## src/rtl/ir_nec_tx.sv

```systemverilog
`timescale 1ns/1ps
`default_nettype none
// ============================================================================
// Module   : ir_nec_tx
// Purpose  : NEC infrared transmitter (full frames and repeat codes) with an
//            optional carrier-modulated LED drive.
// Revision : 1.0  initial release
// ============================================================================
module ir_nec_tx #(
    parameter int UNIT_CYCLES  = 28125,
    parameter int CARRIER_HALF = 658,
    parameter int CARRIER_EN   = 1
) (
    input  logic       clk,
    input  logic       rst_n,
    input  logic       start,
    input  logic       repeat_req,
    input  logic [7:0] address,
    input  logic [7:0] command,
    output logic       busy,
    output logic       done,
    output logic       ir_envelope,
    output logic       ir_tx
);

    localparam int UW = (UNIT_CYCLES > 1) ? $clog2(UNIT_CYCLES) : 1;
    localparam int CW = (CARRIER_HALF > 1) ? $clog2(CARRIER_HALF) : 1;
    localparam logic [UW-1:0] UNIT_LAST = UW'(UNIT_CYCLES - 1);
    localparam logic [CW-1:0] CAR_LAST  = CW'(CARRIER_HALF - 1);
    localparam logic          USE_CAR   = (CARRIER_EN != 0);

    typedef enum logic [2:0] {
        IDLE       = 3'd0,
        LEAD_MARK  = 3'd1,
        LEAD_SPACE = 3'd2,
        REP_SPACE  = 3'd3,
        BIT_MARK   = 3'd4,
        BIT_SPACE  = 3'd5,
        STOP_MARK  = 3'd6
    } state_t;

    state_t        state_q, state_d;
    logic [UW-1:0] cyc_q, cyc_d;
    logic [4:0]    units_q, units_d;
    logic [5:0]    bit_q, bit_d;
    logic [31:0]   shift_q, shift_d;
    logic          rep_q, rep_d;
    logic          car_q, car_d;
    logic [CW-1:0] car_cnt_q, car_cnt_d;
    logic          busy_q, done_q, env_q, tx_q;

    logic          unit_end;
    logic          state_end;
    logic [4:0]    dur_m1;
    logic          mark_d;

    always_comb begin
        state_d   = state_q;
        cyc_d     = cyc_q;
        units_d   = units_q;
        bit_d     = bit_q;
        shift_d   = shift_q;
        rep_d     = rep_q;
        car_d     = 1'b0;
        car_cnt_d = '0;

        // Length of the current state in units, minus one.
        case (state_q)
            LEAD_MARK:  dur_m1 = 5'd15;
            LEAD_SPACE: dur_m1 = 5'd7;
            REP_SPACE:  dur_m1 = 5'd3;
            BIT_SPACE:  dur_m1 = shift_q[0] ? 5'd2 : 5'd0;
            default:    dur_m1 = 5'd0;
        endcase

        unit_end  = (cyc_q == UNIT_LAST);
        state_end = unit_end && (units_q == dur_m1);

        if (state_q != IDLE) begin
            if (unit_end) begin
                cyc_d   = '0;
                units_d = units_q + 5'd1;
            end else begin
                cyc_d = cyc_q + UW'(1);
            end
            if (state_end) begin
                units_d = '0;
            end
        end

        case (state_q)
            IDLE: begin
                if (start) begin
                    shift_d = {~command, command, ~address, address};
                    rep_d   = 1'b0;
                    state_d = LEAD_MARK;
                end else if (repeat_req) begin
                    rep_d   = 1'b1;
                    state_d = LEAD_MARK;
                end
            end
            LEAD_MARK: begin
                if (state_end) state_d = rep_q ? REP_SPACE : LEAD_SPACE;
            end
            LEAD_SPACE: begin
                if (state_end) begin
                    bit_d   = 6'd0;
                    state_d = BIT_MARK;
                end
            end
            BIT_MARK: begin
                if (state_end) state_d = BIT_SPACE;
            end
            BIT_SPACE: begin
                if (state_end) begin
                    if (bit_q == 6'd31) begin
                        state_d = STOP_MARK;
                    end else begin
                        bit_d   = bit_q + 6'd1;
                        shift_d = {1'b0, shift_q[31:1]};
                        state_d = BIT_MARK;
                    end
                end
            end
            REP_SPACE: begin
                if (state_end) state_d = STOP_MARK;
            end
            STOP_MARK: begin
                if (state_end) state_d = IDLE;
            end
            default: state_d = IDLE;
        endcase

        mark_d = (state_d == LEAD_MARK) || (state_d == BIT_MARK) ||
                 (state_d == STOP_MARK);

        // Marks and spaces always alternate, so a state change into a mark
        // is exactly the first cycle of a new mark.
        if (mark_d && (state_d != state_q)) begin
            car_d     = 1'b1;
            car_cnt_d = '0;
        end else if (mark_d) begin
            if (car_cnt_q == CAR_LAST) begin
                car_d     = ~car_q;
                car_cnt_d = '0;
            end else begin
                car_d     = car_q;
                car_cnt_d = car_cnt_q + CW'(1);
            end
        end
    end

    always_ff @(posedge clk or negedge rst_n) begin
        if (!rst_n) begin
            state_q   <= IDLE;
            cyc_q     <= '0;
            units_q   <= '0;
            bit_q     <= '0;
            shift_q   <= '0;
            rep_q     <= 1'b0;
            car_q     <= 1'b0;
            car_cnt_q <= '0;
            busy_q    <= 1'b0;
            done_q    <= 1'b0;
            env_q     <= 1'b0;
            tx_q      <= 1'b0;
        end else begin
            state_q   <= state_d;
            cyc_q     <= cyc_d;
            units_q   <= units_d;
            bit_q     <= bit_d;
            shift_q   <= shift_d;
            rep_q     <= rep_d;
            car_q     <= car_d;
            car_cnt_q <= car_cnt_d;
            busy_q    <= (state_d != IDLE);
            done_q    <= (state_q == STOP_MARK) && (state_d == IDLE);
            env_q     <= mark_d;
            tx_q      <= mark_d & (car_d | ~USE_CAR);
        end
    end

    assign busy        = busy_q;
    assign done        = done_q;
    assign ir_envelope = env_q;
    assign ir_tx       = tx_q;

endmodule
`default_nettype wire

```

## config.mk

```make
export PLATFORM = sky130hd
export DESIGN_NAME = ir_nec_tx
export DESIGN_NICKNAME = d
export VERILOG_FILES = /design/src/rtl/ir_nec_tx.sv
export SDC_FILE = /design/constraint.sdc
export NUM_CORES = 1
export LEC_CHECK = 0
export CORE_MARGIN = 5
export CORE_UTILIZATION = 46
export CTS_BUF_LIST = sky130_fd_sc_hd__clkbuf_8
export CTS_CLUSTER_SIZE = 25
export DETAILED_ROUTE_END_ITERATION = 10
export GPL_ROUTABILITY_DRIVEN = 0
export HOLD_SLACK_MARGIN = 0.15
export PLACE_DENSITY = 0.63
export SYNTH_ARGS = -nofsm -noshare
export SYNTH_HDL_FRONTEND = slang
export SYNTH_SLANG_ARGS = --single-unit
export TNS_END_PERCENT = 5
```

## constraint.sdc

```tcl
create_clock -name clk -period 2.9 [get_ports clk]
set_input_delay 0.58 -clock clk [delete_from_list [all_inputs] [get_ports clk]]
set_output_delay 0.58 -clock clk [all_outputs]
set_load 0.005 [all_outputs]
```

==> metrics, run 1 <==
Die W=slightly above 100 um; main combinational cell family by area after synthesis=simple AND/OR/NAND/NOR gates; Worst R2R Setup Slack=0.23 ns; setup TNS=0 ns; worst r2r src=cyc_q[0]; number of remaining DRC errors=0; commonest non-fill, non-tap cell in the layout=dfrtp_1; slew margin rel.=between 30% and 40%; status=complete, no violations; Design Power=1.94 mW; number of synthesized flops with an enable pin=0; PortBufs=23; HP Class=in -> async; Die Ht=102 um; via/cell ratio=5.46; WP data arrival=2.89 ns; Pins Over Slew Limit=0; maxcap violations=0; Place WS=0.279 ns; ys async rst share=100%; Worst-Skew Late Latency=0.34 ns; cell area power density=435 nW/um^2; Worst Setup SP=cyc_q[0]; WS Path Type=reg -> reg; crit share post-route=92.0%; clk_skew=0.0104 ns; gr ovfl total=0; commonest register cell after synthesis=dfrtp_1; Synth-to-Final Area Change=13.9%; pin count of the biggest net entering global routing=78; Final Hold Fails=0; post-synthesis adder-cell area fraction=1.92%; Post-DP Area=4250 sq um; sequential share of the synthesized area=between 40 and 50%; # nets final=450; Synth Area in Simple Gates=19.7%; Post-Synth XOR/XNOR Area=4.49%; # clock sinks=77; Non-Filler Instances=between 500 and 600; via count=2918; Core Box Area=just over 8000 sq um; worst reg2reg endpoint=car_q; WL final=a little under 8000 um; initial core utilization=between 40% and 50%; post-synthesis mux area share=under 10%; final setup vio count=0; grt met2 use=24.1%; Ports=24; synthesized area per cell=~10 sq um; Mapped Cells=402; clk slew on worst S/H paths=0.08 ns; Final Instance Area=between 4000 and 5000 sq um; RSZ-0062 raised after global routing=false; initial antenna violation count=0; compound-gate portion of the synthesized area=13.3%; die area=10400 sq um; H-tree depth=3; YS warnings=0; Routed Antenna Nets=0; router iterations before antenna repair=4; Total GRT Usage=16.2%; setup ws final=approximately 0.23 ns; CP Capture Type=flop; Cell Area, Synth=3900 sq um; distinct cell type count of the synthesized netlist=between 40 and 50; Leak Pwr=1.99 nW; met3 usage=2.80%; first-pass GRT wire length=13600 um; layout cells sized above 1=7.46%; # diodes=0; Worst Tran Pin Value=0.970 ns; Worst Setup EP=car_q; Net Count, Synth=between 400 and 500; CTS buffer count=9; worst r2r path cells=8; Crit Path Max Fanout=13; Worst setup SP type=flop; worst path required time=3.13 ns; Final Critical Period=2.67 ns; worst hold margin=approximately 0.4 ns; Final Util=roughly 54%; # rows=33; HPWL after DPL=5120 um; met1 usage=a little under a quarter; Fmax achieved=375 MHz; root buf cell=clkbuf_8; mean routed wirelength per cell=14.4 um; TritonCTS clock tree=done; Longest Clk Path Bufs=2; layer with the highest usage=met2; Initial DRC Count=89; most frequent cells in the layout=77 x dfrtp_1, 64 x nor2_1, 29 x nand2_1; synthesized flop and latch total=77; cell count after placement=518; Peak VDD IR=0.239 mV; vias in the first global route=2855; Post-CTS Hold Buffers=0
## state kept, by name, summed over array words and instances, names as in the netlist, 3 cells and up
signal and cells:
car_cnt_q 10, shift_q 32, cyc_q 15, state_q 3, units_q 5, bit_q 6
## timing repair
item	in CTS	in global routing
setup endpoints to repair	0	2
resized for setup	0	2
setup buffers	0	0
hold endpoints to repair	0	0
## worst min path at each step
stage	startpoint	depth (start not counted)	slack, ns	to
after floorplan	rst_n	0	0.28	bit_q[0]
after global routing	rst_n	1	0.46	state_q[2]
after CTS	rst_n	1	0.43	cyc_q[3]
after detailed placement	shift_q[27]	1	0.48	shift_q[27]
after global placement	shift_q[27]	1	0.47	shift_q[27]
final	rst_n	1	0.40	ir_envelope
## final cells by class
type / count / area (sq um)
fill: 765 / 3810
sequential: 77 / 1930
multi-input combinational: 298 / 1860
timing repair buffer: 32 / 308
tap: 105 / 131
clock buffer: 9 / 124
clock inverter: 7 / 73.8
inverter: 6 / 22.5
## critical path, stage by stage (launching register included)
cell	delay, ns
dfrtp_1	0.42
inv_1	0.07
ha_1	0.14
nand4bb_1	0.11
or4_1	0.68
nor3_1	0.29
and3_1	0.49
nor3_1	0.13
o22a_1	0.22
## power breakdown
part | total, mW | switching [mW] | internal [mW]
combinational | 0.0634 | 0.0342 | 0.0292
sequential | 1.07 | 0 | 1.07
clock | 0.801 | 0.400 | 0.400
## synth_stat cells, drive strengths merged (2+ instances only)
cell type | count | share of area (%)
o21ai | 21 | 2.7
nand2b | 3 | 0.48
mux2i | 15 | 3.8
nand2 | 30 | 2.9
o31ai | 3 | 0.58
and2 | 2 | 0.32
nand3 | 24 | 3.1
ha | 6 | 1.9
a22oi | 16 | 3.1
buf | 5 | 0.96
and3 | 6 | 0.96
clkbuf | 16 | 1.5
a21oi | 25 | 3.2
or3 | 4 | 0.64
nor3b | 2 | 0.38
inv | 6 | 0.58
dfrtp | 77 | 49
nand3b | 2 | 0.38
nor3 | 11 | 1.4
o22a | 3 | 0.67
xnor2 | 5 | 1.1
mux2 | 15 | 4.3
nand4 | 7 | 1.5
nor2 | 64 | 6.2
a211oi | 2 | 0.38
xor2 | 15 | 3.4
## logic make-up after synthesis
logic type,after synthesis
AO/OA/AOI/OAI,80
XOR/XNOR,20
adder cells (fa/ha/maj),6
buffers and inverters,27
flip-flops,77
multiplexers,30
AND/OR/NAND/NOR,162
## routing by layer
metal | share of wire, % | up-vias
met4 | 1.1 | 0
met5 | 0 | -
li1 | - | 1466
met2 | 45 | 29
met3 | 2.8 | 6
met1 | 51 | 1417
No activity file was read; power rests on OpenSTA's default activity.
==> run 2: changes to the inputs <==
- DONT_BUFFER_PORTS: default -> 1
- PLACE_DENSITY: 0.63 -> 0.6
==> run 2 against run 1 <==
Net effect:
- register-to-register slack gained 0.04 ns
- clock skew up 0.0022 ns
- largest power group unchanged
- clock power grew 17%
- die area is the same
- worst hold slack worse by 0.015 ns
- first-iteration DRC count is 3.4% lower
==> metrics, run 2 (synthesis gave the netlist of run 1 again) <==
clk_skew=0.0126 ns; Final Util=51.9%; # rows=33; internal power=1.58 mW; crit share post-route=90.8%; WL final=7700 um; router iterations before antenna repair=4; H-tree depth=3; Final Critical Period=2.63 ns; number of remaining DRC errors=0; Initial DRC Count=86; Longest Clk Path Bufs=2; PortBufs=0; Pins Over Slew Limit=0; initial core utilization=roughly 47%; switching power=~470 uW; Reg power frac=52.3%; slew margin rel.=64.4%; cell count after placement=around 500; Peak VDD IR=0.256 mV; Ports=24; pin count of the biggest net entering global routing=between 70 and 80; HPWL after DPL=about 5100 um; first-pass GRT wire length=13400 um; Leak Pwr=~1.9 nW; clk slew on worst S/H paths=about 0.080 ns; Worst Tran Pin Value=0.535 ns; Fillers=about 780; max FFs per register=32; via/cell ratio=about 5.6; RSZ-0062 raised after global routing=false; Die W=102 um; Worst setup SP type=flop; mean routed wirelength per cell=15.0 um; Die Ht=102 um; layout cells sized above 1=7.86%; # clock sinks=77; Total GRT Usage=about 16%; final setup vio count=0; cell area power density=479 nW/um^2; CTS buffer count=9; root buf cell=clkbuf_8; die area=10400 sq um; # diodes=0; Top reg by flops=shift_q; Routed Antenna Nets=0; Worst-Skew Late Latency=0.36 ns; WS Path Type=reg -> reg; Regs by FF count=shift_q (32), cyc_q (15), car_cnt_q (10); vias in the first global route=2899; most frequent cells in the layout=77 x dfrtp_1, 64 x nor2_1, 29 x nand2_1; worst path required time=~3.1 ns; initial antenna violation count=0; Design Power=2.05 mW; worst hold margin=0.383 ns; TritonCTS clock tree=done; WP data arrival=2.87 ns; commonest non-fill, non-tap cell in the layout=dfrtp_1; via count=2879; # nets final=428; gr ovfl total=0; Logic pwr share=1.9%; Final Hold Fails=0; Non-Filler Instances=512; CP Capture Type=flop; Synth-to-Final Area Change=9.71%; Clock Power Share=45.8%; setup TNS=0 ns; sw frac=22.8%; Core Box Area=a little over 8000 sq um; Fmax achieved=380 MHz; Crit Path Max Fanout=30; HP Class=in -> reg; maxcap violations=0; status=complete, no violations
[run 2: changes by cell type in the layout (fill, tap and decap cells not counted), moves of 2 or more]
cell             delta
inv_6               +2
clkinv_2            -2
clkinv_4            -2
buf_4               -2
clkdlybuf4s50_1    -22
[run 2: worst max-delay path: stages, from the launching register on]
cell and delay [ns]:
dfrtp_1 0.42, inv_1 0.07, ha_1 0.14, nand4bb_1 0.12, or4_1 0.68, a2111oi_4 0.30, nand4_4 0.14, nand2_2 0.10
buf_12 0.19, mux2_1 0.34
[run 2: worst paths after layout]
| kind | from | to | slack (ns) | depth (start not counted) |
|---|---|---|---|---|
| worst min register to register | shift_q[15] | shift_q[15] | 0.49 | 1 |
| min in group asynchronous | rst_n | shift_q[11] | 0.78 | 2 |
| worst min-delay path | repeat_req | rep_q | 0.38 | 2 |
| max in group asynchronous | rst_n | cyc_q[0] | 1.83 | 2 |
| worst max register to register | cyc_q[0] | shift_q[9] | 0.27 | 9 |
| worst max-delay path | cyc_q[0] | shift_q[9] | 0.27 | 9 |
[run 2: metal layers]
| layer | up-vias | share of wire [%] | global-route usage [%] |
|---|---|---|---|
| met5 | - | 0 | 0 |
| met3 | 10 | 4.0 | 3.62 |
| met2 | 42 | 45 | 24.4 |
| met4 | 0 | 1.5 | 5.65 |
| li1 | 1415 | - | - |
| met1 | 1412 | 49 | 22.6 |
[run 2: layout make-up]
type | count | area [sq um] | area share [%]
Sequential cell | 77 | 1930 | 45.0
Multi-Input combinational cell | 298 | 1860 | 43.5
Tap cell | 105 | 131 | 3.07
Clock buffer | 9 | 124 | 2.89
Timing Repair Buffer | 10 | 110 | 2.57
Clock inverter | 7 | 105 | 2.45
Inverter | 6 | 22.5 | 0.526
[run 2: what timing repair did]
item,4_1_cts,5_1_grt
hold endpoints to repair,77,0
endpoints found under the setup margin,0,12
hold buffers,2,0
setup buffers,0,0
gates resized for setup,0,4
[run 2: power groups by stage]
stage	combinational, mW	sequential (mW)	clock, mW
floorplan	0.0116	1.09	0
global placement	0.0134	1.09	0
detailed placement	0.0137	1.09	0
CTS	0.0416	1.07	0.969
global route	0.0464	1.07	1.00
finish	0.0394	1.07	0.940
[run 2: stage by stage]
stage                     cell area (sq um)  setup slack, ns
after floorplan                        3900            0.414
after global placement                 4010            0.342
after detailed placement               4010            0.204
after CTS                              4280            0.180
after global routing                   4280           0.0466
final                                  4280            0.268
